===== config.mk =====
export PLATFORM = sky130hd
export DESIGN_NAME = pkt_mux_rr
export DESIGN_NICKNAME = d
export VERILOG_FILES = /design/src/rtl/pkt_mux_rr.sv
export SDC_FILE = /design/constraint.sdc
export NUM_CORES = 1
export LEC_CHECK = 0
export ABC_AREA = 1
export BUFFER_PORTS_ARGS = -buffer_cell sky130_fd_sc_hd__buf_2
export CAP_MARGIN = 10
export CORE_AREA = 2 2 283 285
export DETAILED_ROUTE_END_ITERATION = 16
export DIE_AREA = 0 0 285 287
export PLACE_DENSITY = 0.38
export SYNTH_ARGS = -nofsm -noshare
export SYNTH_HDL_FRONTEND = slang
export SYNTH_SLANG_ARGS = --single-unit

===== constraint.sdc =====
create_clock -name i_clk -period 6.5 [get_ports i_clk]
set_clock_uncertainty 0.15 [all_clocks]
set_input_delay 0.65 -clock i_clk [delete_from_list [all_inputs] [get_ports i_clk]]
set_output_delay 0.65 -clock i_clk [all_outputs]
set_load 0.01 [all_outputs]

===== src/rtl/pkt_mux_rr.sv =====
// N-to-1 packet multiplexer with packet-granular round-robin arbitration.
// Whole packets are admitted or discarded at the head depending on downstream FIFO room.
module pkt_mux_rr #(
  parameter int unsigned CHN_NUM        = 4,
  parameter int unsigned DW             = 134,
  parameter int unsigned FIFO_AW        = 9,
  parameter int unsigned MAX_PKT_CYCLES = 128,
  parameter int unsigned CNT_W          = 16
) (
  input  logic                  i_clk,
  input  logic                  i_rst_n,
  input  logic [CHN_NUM*DW-1:0] iv_data,
  input  logic [CHN_NUM-1:0]    iv_data_wr,
  input  logic [FIFO_AW-1:0]    iv_fifo_usedw,
  output logic [DW-1:0]         ov_data,
  output logic                  o_data_wr,
  output logic                  o_fifo_overflow_pulse,
  output logic [CHN_NUM-1:0]    ov_grant,
  output logic [CNT_W-1:0]      ov_overflow_cnt,
  output logic [CNT_W-1:0]      ov_collision_cnt
);

  localparam int unsigned CW = $clog2(CHN_NUM);
  localparam logic [FIFO_AW-1:0] ADMIT_TH = FIFO_AW'((2 ** FIFO_AW) - 1 - MAX_PKT_CYCLES);

  localparam logic [1:0] TAG_HEAD = 2'b01;
  localparam logic [1:0] TAG_TAIL = 2'b10;

  localparam logic [1:0] IDLE_S    = 2'd0;
  localparam logic [1:0] TRANS_S   = 2'd1;
  localparam logic [1:0] DISCARD_S = 2'd2;

  logic [1:0]         state_q, state_d;
  logic [CW-1:0]      rr_ptr_q, rr_ptr_d;
  logic [CW-1:0]      gnt_idx_q, gnt_idx_d;
  logic [DW-1:0]      data_q, data_d;
  logic               wr_q, wr_d;
  logic               ovf_pulse_q, ovf_pulse_d;
  logic [CHN_NUM-1:0] grant_q, grant_d;
  logic [CNT_W-1:0]   ovf_cnt_q, ovf_cnt_d;
  logic [CNT_W-1:0]   coll_cnt_q, coll_cnt_d;

  logic [DW-1:0]      chn_data [CHN_NUM];
  logic [1:0]         chn_tag  [CHN_NUM];
  logic [CHN_NUM-1:0] cand;
  logic               win_vld;
  logic [CW-1:0]      win_idx;
  logic               admit;
  logic [CHN_NUM-1:0] g_onehot;

  function automatic logic [3:0] popcnt(input logic [CHN_NUM-1:0] v);
    logic [3:0] c;
    c = '0;
    for (int k = 0; k < CHN_NUM; k++) c = c + 4'(v[k]);
    return c;
  endfunction

  function automatic logic [CNT_W-1:0] sat_add(input logic [CNT_W-1:0] a, input logic [3:0] b);
    logic [CNT_W:0] s;
    s = {1'b0, a} + (CNT_W + 1)'(b);
    return s[CNT_W] ? '1 : s[CNT_W-1:0];
  endfunction

  // A channel is a candidate when it presents a head or a single-cycle packet.
  always_comb begin
    for (int k = 0; k < CHN_NUM; k++) begin
      chn_data[k] = iv_data[k*DW +: DW];
      chn_tag[k]  = chn_data[k][DW-1:DW-2];
      cand[k]     = iv_data_wr[k] & chn_tag[k][0];
    end
  end

  // Scan from the highest offset down so the candidate nearest rr_ptr wins.
  always_comb begin
    logic [CW:0] pos;
    pos     = '0;
    win_vld = 1'b0;
    win_idx = '0;
    for (int i = CHN_NUM - 1; i >= 0; i--) begin
      pos = {1'b0, rr_ptr_q} + (CW + 1)'(i);
      if (pos >= (CW + 1)'(CHN_NUM)) pos = pos - (CW + 1)'(CHN_NUM);
      if (cand[pos[CW-1:0]]) begin
        win_vld = 1'b1;
        win_idx = pos[CW-1:0];
      end
    end
  end

  assign admit    = (iv_fifo_usedw <= ADMIT_TH);
  assign g_onehot = CHN_NUM'(1) << gnt_idx_q;

  always_comb begin
    state_d     = state_q;
    rr_ptr_d    = rr_ptr_q;
    gnt_idx_d   = gnt_idx_q;
    data_d      = '0;
    wr_d        = 1'b0;
    ovf_pulse_d = 1'b0;
    grant_d     = '0;
    ovf_cnt_d   = ovf_cnt_q;
    coll_cnt_d  = coll_cnt_q;
    case (state_q)
      IDLE_S: begin
        coll_cnt_d = sat_add(coll_cnt_q, popcnt(cand) - 4'(win_vld));
        if (win_vld) begin
          gnt_idx_d = win_idx;
          grant_d   = CHN_NUM'(1) << win_idx;
          rr_ptr_d  = (win_idx == CW'(CHN_NUM - 1)) ? '0 : win_idx + CW'(1);
          if (admit) begin
            data_d = chn_data[win_idx];
            wr_d   = 1'b1;
            if (chn_tag[win_idx] == TAG_HEAD) state_d = TRANS_S;
          end else begin
            ovf_pulse_d = 1'b1;
            ovf_cnt_d   = sat_add(ovf_cnt_q, 4'd1);
            if (chn_tag[win_idx] == TAG_HEAD) state_d = DISCARD_S;
          end
        end
      end
      TRANS_S: begin
        grant_d    = g_onehot;
        coll_cnt_d = sat_add(coll_cnt_q, popcnt(cand & ~g_onehot));
        wr_d       = iv_data_wr[gnt_idx_q];
        data_d     = iv_data_wr[gnt_idx_q] ? chn_data[gnt_idx_q] : '0;
        if (iv_data_wr[gnt_idx_q] && chn_tag[gnt_idx_q] == TAG_TAIL) state_d = IDLE_S;
      end
      DISCARD_S: begin
        grant_d    = g_onehot;
        coll_cnt_d = sat_add(coll_cnt_q, popcnt(cand & ~g_onehot));
        if (iv_data_wr[gnt_idx_q] && chn_tag[gnt_idx_q] == TAG_TAIL) state_d = IDLE_S;
      end
      default: state_d = IDLE_S;
    endcase
  end

  always_ff @(posedge i_clk or negedge i_rst_n) begin
    if (!i_rst_n) begin
      state_q     <= IDLE_S;
      rr_ptr_q    <= '0;
      gnt_idx_q   <= '0;
      data_q      <= '0;
      wr_q        <= 1'b0;
      ovf_pulse_q <= 1'b0;
      grant_q     <= '0;
      ovf_cnt_q   <= '0;
      coll_cnt_q  <= '0;
    end else begin
      state_q     <= state_d;
      rr_ptr_q    <= rr_ptr_d;
      gnt_idx_q   <= gnt_idx_d;
      data_q      <= data_d;
      wr_q        <= wr_d;
      ovf_pulse_q <= ovf_pulse_d;
      grant_q     <= grant_d;
      ovf_cnt_q   <= ovf_cnt_d;
      coll_cnt_q  <= coll_cnt_d;
    end
  end

  assign ov_data               = data_q;
  assign o_data_wr             = wr_q;
  assign o_fifo_overflow_pulse = ovf_pulse_q;
  assign ov_grant              = grant_q;
  assign ov_overflow_cnt       = ovf_cnt_q;
  assign ov_collision_cnt      = coll_cnt_q;

endmodule


==> impl_metrics.yaml <==
outcome:
  status: "finished, final reports clean"
grt:
  track_usage_pct: 20.18
  grt-ovfl-total: 0
  antenna_found_initial: 41
  grt_pass1_wl_um: 125500
  grt_pass1_vias: 19810
  grt_max_degree: 168
worst_setup_path:
  cp.required_ps: 6760
  path_class: "register to register"
  cp_common_cell: "nand2_1"
  critPathMaxFanout: 10
  crit_family: "adder cells"
  startpoint_type: "register"
  path_buf_inv: 5
  crit_arrival_ps: 5350
  end_kind: "register"
  cp_slowest_cell: "dfrtp_1"
  max_stage_delay_ps: 530
yosys:
  yosysMostFrequentCell: "nand2_1"
  avgSynthCellArea_um2: 6.591
  synth_edf_count: 0
  netlist-cell-type-count: 46
  synth_top_cell_by_area: "dfrtp_1"
  synth_nets: 2827
  synth_area_leaders: "dfrtp_1, nand2_1, a22oi_1"
  synth.yosys.seq_area_share_pct: 29.98
  synth_top_area_share_pct: 29.98
  synth_cells: 2254
  ys_warn_count: 0
  async_reset_ff_share_pct: 100.0
  synth_seq_cells: 178
  synth_commonest_cells: "nand2_1, o21ai_0, a22oi_1"
  synthFlopType: "dfrtp_1"
  synth_area_um2: 14860
clock_tree:
  clock_latency_ps: 500
  post_cts_buffers: 0
  cts_tree: "done"
  ctsResizeCount: 0
  cts_max_level: 4
  cts_buffer_depth: 2
  ctsHoldBuffers: 0
  cts_sinks: 178
  clk_pin_slew_ps: 100
  cts_buffers: 17
  root_buffer: "clkbuf_16"
drt:
  wirelength_um: 86470
  dr_total_vias: 19439
  antenna_left: 0
  drc: 0
  routed_via_density: 4.964
  drtIter0Drc: 1265
  post_drt_wl_per_cell_um: 22.08
  first_pass_iters: 5
sta:
  tns_ps: 0
  hold_violations: 0
  period_needed_ps: 5092
  worst_pin_slew_ps: 1263
  post-route-period-util_pct: 78.34
  slew_violations: 0
  slew_headroom_pct: 15.80
  grt_setup_unrepaired: "no"
  fmax_mhz: 196.4
  finalSetupViolations: 0
place:
  place_area_um2: 19190
  hpwlAfterDp_um: 58600
  routabilityCongestion: 0.8768
  port_buffers: 715
floorplanning:
  die_height_um: 287
  floorplan.rows: 103
  start_util_pct: 18.90
  core_area_um2: 78610
  dieArea_um2: 81800
  die_w_um: 285
  pin_count: 723
power_and_ir_drop:
  p_leak_nw: 10.00
  power_density_nw_per_um2: 581.3
  peakVddDrop_v: 0.0004385
final_layout:
  final_cell_area_um2: 19840
  drive_above_1_share_pct: 28.74
  final_util_pct: 25.24
  finalNetCount: 3403
  synthToLayoutAreaGrowth_pct: 33.55
flow_run:
  drv_cap: 0
min_path:
  hold_class: "primary input to async pin"
## metal layers
layer  wire length, um  GRT usage (%)  vias to the layer above  share of wire [%]
met4              2599          8.325                       26                3.0
met2             43060          34.80                      875                 50
met1             34140          23.43                     9400                 39
met5               142              0                        -               0.16
li1                  -              -                     8976                  -
met3              6526          5.770                      162                7.5
## metrics by stage
stage / hold WS (ps) / worst slack, ps / std cells / power, W
global route: 52.73 / 828.8 / 3914 / 0.01264
finish: 26.21 / 1408 / 3916 / 0.01153
CTS: 34.85 / 1392 / 3893 / 0.01164
floorplan: 204.4 / 1998 / 2254 / 0.007690
detailed placement: 353.6 / 1237 / 3861 / 0.01042
global placement: 344.1 / 1274 / 3861 / 0.01028
## kinds of logic (layout without fill, tap and decap cells)
group	after synthesis	in the layout	synth area share (%)
compound gates	893	893	35.37
xor+xnor	22	22	1.297
fa+ha+maj	22	22	2.105
buf+inv	331	920	9.483
flops	178	178	29.98
other cells	0	23	0
simple gates	808	808	21.76
## cell type report
| type | instances | area, um^2 |
|---|---|---|
| Fill cell | 8894 | 58770 |
| Multi-Input combinational cell | 1745 | 9047 |
| Sequential cell | 178 | 4454 |
| Timing Repair Buffer | 738 | 3797 |
| Tap cell | 1050 | 1314 |
| Inverter | 150 | 581.8 |
| Clock buffer | 17 | 425.4 |
| Clock inverter | 15 | 163.9 |
| Antenna cell | 23 | 57.56 |
## power breakdown
part | internal (W) | switching (W)
clock | 0.000518 | 0.000634
combinational | 0.00263 | 0.00595
sequential | 0.00155 | 0.000246
## final timing paths
kind,start,endpoint,slack (ps),cells past startpoint
max,rr_ptr_q[0],ov_collision_cnt[2],1410,27
min,i_rst_n,ov_data[128],30,1
max reg2reg,rr_ptr_q[0],ov_collision_cnt[2],1410,27
min reg2reg,state_q[1],state_q[1],380,2
max in group asynchronous,i_rst_n,gnt_idx_q[0],4700,2
min in group i_clk,iv_data[398],ov_data[130],270,3
## layout by cell type (no fill, tap or decap), types with 17 or more instances in the layout
cell       synthesis  final
buf_2             34    714
o21ai_1          131    131
a21oi_1          186    186
ha_1              17     17
nand2_1          542    541
dfrtp_1          178    178
diode_2            0     23
o22ai_1           71     71
buf_4             17     20
nor2_1           169    165
a22oi_1          206    206
xor2_1            18     18
clkbuf_16          0     17
o21ai_0          255    255
inv_1            140    138
nand3_1           58     58
## sequential cells by signal, indices dropped and copies added (netlist names)
register and cells:
state_q 2, rr_ptr_q 2, ov_collision_cnt 16, gnt_idx_q 2, ov_data 134, o_data_wr 1, ov_grant 4, ov_overflow_cnt 16
o_fifo_overflow_pulse 1
No activity file was read; power rests on OpenSTA's default activity.
